===== src/rtl/jam_cost_table.sv =====
// N x N job-cost matrix, loaded serially in row-major order and then read combinationally by W/J.
// Optional macro COSTTAB_ACCESS_CNT_EN adds a saturating SERVE-cycle counter on AccessCount.
module jam_cost_table #(
  parameter int N  = 8,
  parameter int CW = 7,
  parameter int AW = 3
) (
  input  logic          CLK,
  input  logic          RST,
  input  logic          Clear,
  input  logic          LoadEn,
  input  logic [CW-1:0] LoadData,
  output logic          Ready,
  input  logic [AW-1:0] W,
  input  logic [AW-1:0] J,
  output logic [CW-1:0] Cost,
  input  logic          Valid,
  output logic          Finished
`ifdef COSTTAB_ACCESS_CNT_EN
  ,
  output logic [19:0]   AccessCount
`endif
);

  localparam int DEPTH = N * N;
  localparam int PW    = $clog2(DEPTH);

  localparam logic [1:0] S_LOAD  = 2'd0;
  localparam logic [1:0] S_SERVE = 2'd1;
  localparam logic [1:0] S_DONE  = 2'd2;

  logic [1:0]    state;
  logic [PW-1:0] wr_ptr;
  logic [CW-1:0] mat [DEPTH];
  logic [PW-1:0] rd_idx;
  logic          last_entry;
  logic          wr_en;

  assign last_entry = (wr_ptr == PW'(DEPTH - 1));
  assign wr_en      = !Clear && (state == S_LOAD) && LoadEn;

  always_ff @(posedge CLK or negedge RST) begin
    if (!RST) begin
      state  <= S_LOAD;
      wr_ptr <= '0;
    end else if (Clear) begin
      state  <= S_LOAD;
      wr_ptr <= '0;
    end else begin
      case (state)
        S_LOAD: begin
          // Valid is not looked at here, even on the final write.
          if (LoadEn) begin
            wr_ptr <= last_entry ? '0 : wr_ptr + PW'(1);
            if (last_entry) state <= S_SERVE;
          end
        end
        S_SERVE: if (Valid) state <= S_DONE;
        S_DONE:  state <= S_DONE;
        default: state <= S_LOAD;
      endcase
    end
  end

  // The matrix is cleared by reset but deliberately survives Clear.
  always_ff @(posedge CLK or negedge RST) begin
    if (!RST) begin
      for (int i = 0; i < DEPTH; i++) mat[i] <= '0;
    end else if (wr_en) begin
      mat[wr_ptr] <= LoadData;
    end
  end

  assign rd_idx   = PW'(int'(W) * N + int'(J));
  assign Cost     = (state == S_LOAD) ? '0 : mat[rd_idx];
  assign Ready    = (state == S_SERVE);
  assign Finished = (state == S_DONE);

`ifdef COSTTAB_ACCESS_CNT_EN
  function automatic logic [19:0] sat_inc(input logic [19:0] v);
    return (v == '1) ? v : v + 20'd1;
  endfunction

  always_ff @(posedge CLK or negedge RST) begin
    if (!RST)                     AccessCount <= '0;
    else if (Clear)               AccessCount <= '0;
    else if (state == S_SERVE)    AccessCount <= sat_inc(AccessCount);
  end
`endif

endmodule


===== config.mk =====
export PLATFORM = sky130hd
export DESIGN_NAME = jam_cost_table
export DESIGN_NICKNAME = d
export VERILOG_FILES = /design/src/rtl/jam_cost_table.sv
export SDC_FILE = /design/constraint.sdc
export NUM_CORES = 1
export LEC_CHECK = 0
export ABC_AREA = 1
export BUFFER_PORTS_ARGS = -buffer_cell sky130_fd_sc_hd__buf_2
export CORE_MARGIN = 4
export CORE_UTILIZATION = 30
export CTS_CLUSTER_DIAMETER = 60
export DETAILED_ROUTE_END_ITERATION = 10
export PLACE_DENSITY_LB_ADDON = 0.3
export SYNTH_ARGS = -nofsm -noshare
export SYNTH_HDL_FRONTEND = slang
export SYNTH_SLANG_ARGS = --single-unit

===== constraint.sdc =====
create_clock -name CLK -period 3.1 [get_ports CLK]
set_input_delay 0.93 -clock CLK [delete_from_list [all_inputs] [get_ports CLK]]
set_output_delay 0.93 -clock CLK [all_outputs]
set_load 0.05 [all_outputs]

# Word level (Yosys, flattened, before mapping)
# Cells that the tools add are included.
# totals
in_bits	18
out_inout_bits	9
word_cells	104
ff_bits	456
# op_classes
n_lt_le_gt_ge	3
bitwise	2
n_reduce_logical	9
n_addsub	2
mux	16
eq_ne	6
# op_table
cell	n
448-bit bitwise mux	1
7-bit binary-select mux with 6-bit select	1
7-bit demux with 6-bit select	1
7-bit 2-to-1 mux	4
6-bit 2-to-1 mux	4
7-bit >= comparator, second input constant	2
6-bit NOT with 7-bit output	2
2-bit 2-to-1 mux	4
7-bit by 1-bit < comparator with 1-bit output, second input constant	1
6-bit by 1-bit adder with 6-bit output, second input constant	1
6-bit by 3-bit adder with 6-bit output	1
6-bit == test, second input constant	1
3-bit inequality test, second input constant	2
2-bit case mux with 3 select lines	1
2-bit nonzero test	2
1-bit logical AND	3
3-bit by 2-bit inequality test with 1-bit output, second input constant	1
3-bit AND reduction	1
2-bit by 1-bit == test with 1-bit output, second input constant	1
2-bit == test, second input constant	1
2-bit logical NOT	1
2-bit AND reduction	1
1-bit logical NOT	1

# Logic depth before layout (Yosys ltp)
# logic_depth
ltp_word	6
mapped_depth	13

# Worst setup path after synthesis
# Ideal clock, no wire load.
# synth_timing
kind	input -> output
startpoint	in J[0]
endpoint	out Cost[1]
path_slack_ns	-0.782
arrival_ns	2.952
t_required_ns	2.170
path_stages	12
path_cell_list	buf_2 -> inv_2 -> clkbuf_1 -> clkbuf_1 -> nand2_1 -> nand3_1 -> nand3_1 -> nand2_1 -> nand2_1 -> nand3_1 -> nand3_1 -> a21oi_1
# synth_between
elab_chain_len	6
# synth_lines
element	line_no	source
from (decl)	15	input logic [AW-1:0] J,
6-bit by 3-bit adder with 6-bit output	74	assign rd_idx = PW'(int'(W) * N + int'(J));
6-bit NOT with 7-bit output (not written as such)	75	assign Cost = (state == S_LOAD) ? '0 : mat[rd_idx];
7-bit binary-select mux with 6-bit select	75	
7-bit 2-to-1 mux (not written as such) (2 in a row)	75	
7-bit 2-to-1 mux	75	
to (decl)	16	output logic [CW-1:0] Cost,
# Every way passes these cells. The select of a mux whose other input is x is not followed.

# Worst setup path in the final report
# layout_timing
startpoint	in J[0]
endpoint	out Cost[6]
# The elaborated chain is that of the path after synthesis.

==> run summary <==
status -> complete, but fails checks
failing checks -> setup timing
sequential cell area fraction in the yosys report -> 54.4%
Yosys warning count -> 0
final hold violations -> 0
leakage -> 0.0117 µW
clock-pin slew on the worst setup and hold paths -> 50 ps
CP most frequent cell -> nand3_2
MaxCap Viol Count -> 0
post-route DRC violation count -> 0
Die X-Extent -> 272 µm
proportion of layout cells with a drive suffix above 1 -> 18.3%
PwrDens -> 524 nW/µm²
Gate power share -> 14.0%
core area -> 68900 µm²
fin crit share -> 109%
clk sinks -> 456
dpl ws -> -535 ps
Post-Place Cells -> 3516
Synth area leader -> dfrtp_1
via count -> 18800
Bufs on Longest Clock Path -> 3
Max-slew headroom -> 46.0%
number of global-route vias before repair -> 18300
top cell type's share of synthesized area -> 54.4%
Top FF cell, synth -> dfrtp_1
clock share of power -> 40.7%
number of enable flip-flop cells after synthesis -> 0
crit start category -> primary input
Synth Cell Area -> 21000 µm²
kind of critical path -> in -> out
antenna violations before repair -> 0
RD Place Congestion -> 0.891
Crit. path cell count -> 13
sequential share of power -> 45.3%
clk_lat worst skew -> 610 ps
worst r2r src -> state[0]$_DFFE_PN0P_
dominant cells by area after synthesis -> dfrtp_1 54%, nand2_1 19%, o21ai_0 11%
count of input and output buffers -> 26
arrival time worst endpoint -> 2460 ps
average wire per standard cell -> 19.7 µm
Chip Height -> 272 µm
Overall Global Routing Usage -> 18.4%
worst-path cell chain -> buf_16 > clkinv_16 > buf_16 > buf_12 > nand2_1 > nand3_2 > nand3_2 > nand2_2 > nand2_1 > nand3_2 > nand3_4 > a21oi_4 > buf_6
synthesized instance count -> 2650
Vias/cell -> 5.15
Synth cell types -> 21
H-Tree Depth -> 2
Slew Viols, Final -> 0
Critical Path RT -> 2170 ps
DIE AREA -> 74200 µm²
diodes inserted -> 0
# hold bufs at CTS -> 0
Worst Path Max Fanout -> 7
post-route insts no fill -> 3647
syn_nets -> 2672
DP Wirelength -> 41600 µm
initial core utilization -> 30.4%
P_sw -> 3910 µW
remaining global-route overflow -> 0
CTS tree -> yes
WP buf/inv -> 5
Peak Freq -> 295 MHz
final worst slack -> -286 ps
r2r setup slk -> 580 ps
CTS Buf Count -> 49
clock root cell -> clkbuf_16
first-pass GRT wire length -> 108000 µm
Crit-path slowest cell -> a21oi_4
Synth top cells by count -> 1084 x nand2_1, 456 x dfrtp_1, 455 x o21ai_0, 381 x nand3_1, 140 x clkbuf_1
Post-synth ARST share -> 100%
largest net degree at the start of global routing -> 71
floorplan row count -> 96
synthesized area per cell -> 7.91 µm²
drt total wl -> 71800 µm
P_int -> 10100 µW
switching part of the total -> 28.0%
clock skew -> 16.9 ps
count leader, synth -> nand2_1
Pre-antenna DRT Iters -> 6
reg2reg path depth -> 11
setup violators final -> 7
Syn-to-layout area delta -> 27.1%
IO Count -> 27
Final ANT Viol Nets -> 0
Worst-Margin Slew -> 808 ps
VDD IR-drop max -> 384 µV
initial DRC count -> 2032
reg2reg end -> mat[362]$_DFFE_PN0P_
critical path capture point type -> primary output
peak per-stage delay on the critical path -> 190 ps
Layout Nets -> 2706
RSZ-0062 raised after global routing -> yes
crit path time final -> 3390 ps
delay-heaviest family, CP -> buffers and inverters
Hold Crit Class -> in -> async
#FFs+latches synth -> 456
Total Power -> 14000 µW
==> cell type report <==
type                       count  area [µm²]
fill                        7013       42300
sequential                   456       11400
multi-input combinational   1960        9640
timing repair buffer         185        2710
clock buffer                  69        1390
tap                          931        1160
inverter                      31         163
clock inverter                14         134
timing repair inverter         1        20.0
==> routing by layer <==
layer  GRT usage, %  vias to the layer above  routed length, µm
met1           25.2                     9237              31500
met5              0                        -                  0
li1               -                     8770                  -
met4           6.43                        0               2320
met3           2.36                      125               4100
met2           30.1                      651              33900
==> cell usage in the layout (no fill, tap or decap) <==
cell type and instances:
buf_8 9, buf_6 14, nor2_4 2, buf_2 16, clkbuf_1 12, nand3_1 239
nand2_4 2, a21oi_4 7, buf_4 69, nor2_1 9, nand2_2 68, a21oi_1 2
clkbuf_8 7, clkinvlp_4 2, dfrtp_1 456, bufinv_16 1, nand3_2 133, inv_2 8
o32ai_1 1, inv_12 1, nor3_4 1, nand3_4 9, nand2_1 1014, buf_16 18
o21ai_0 455, inv_1 19, clkinv_4 3, inv_16 2, inv_4 1, ha_1 4
bufbuf_16 3, buf_12 35, o22ai_1 4, clkinv_16 1, clkinv_8 1, nor3_1 4
clkbuf_16 71, nor4_4 6, clkinv_2 7
==> power by group through the flow <==
stage / Combinational [µW] / Clock, µW / Sequential, µW
after floorplan: 994 / 0 / 6350
after global placement: 1560 / 0 / 6430
after detailed placement: 1590 / 0 / 6420
after CTS: 1770 / 5800 / 6320
after global routing: 2120 / 6090 / 6350
final: 1960 / 5680 / 6330
==> state kept, by name (all words and copies together), names as in the netlist <==
signal,flops
mat,448
state,2
wr_ptr,6
==> cell families after synthesis <==
family	Yosys count	synth area share (%)
AO/OA/AOI/OAI	469	11.2
adder cells (fa/ha/maj)	4	0.239
buffers and inverters	234	4.54
flip-flops	456	54.4
AND/OR/NAND/NOR	1487	29.6
==> per-stage QoR <==
stage / hold slack, ps / cell area, µm² / util (%) / TNS, ps
after global routing: 372 / 26600 / 38.6 / -2040
after global placement: 466 / 22900 / 33.2 / -3540
final: 320 / 26600 / 38.6 / -1830
after floorplan: 453 / 21500 / - / -227
after detailed placement: 473 / 22900 / 33.2 / -3560
after CTS: 344 / 25300 / 36.7 / -2110
==> timing repair <==
action                     4_1_cts  5_1_grt
pin swaps                       21       94
buffers inserted                 9        7
gates resized for setup         95      198
gates cloned                    14       23
setup endpoints to repair        7        7
==> worst max-delay path by stage <==
stage / end / slack (ps) / start
2_1_floorplan: Cost[4] / -30 / J[0]
3_3_place_gp: Cost[3] / -530 / J[0]
3_5_place_dp: Cost[2] / -540 / J[0]
4_1_cts: Cost[5] / -320 / J[0]
5_1_grt: Cost[6] / -320 / J[0]
6_report: Cost[6] / -290 / J[0]
Note: power is estimated with default switching activity, not from simulation.
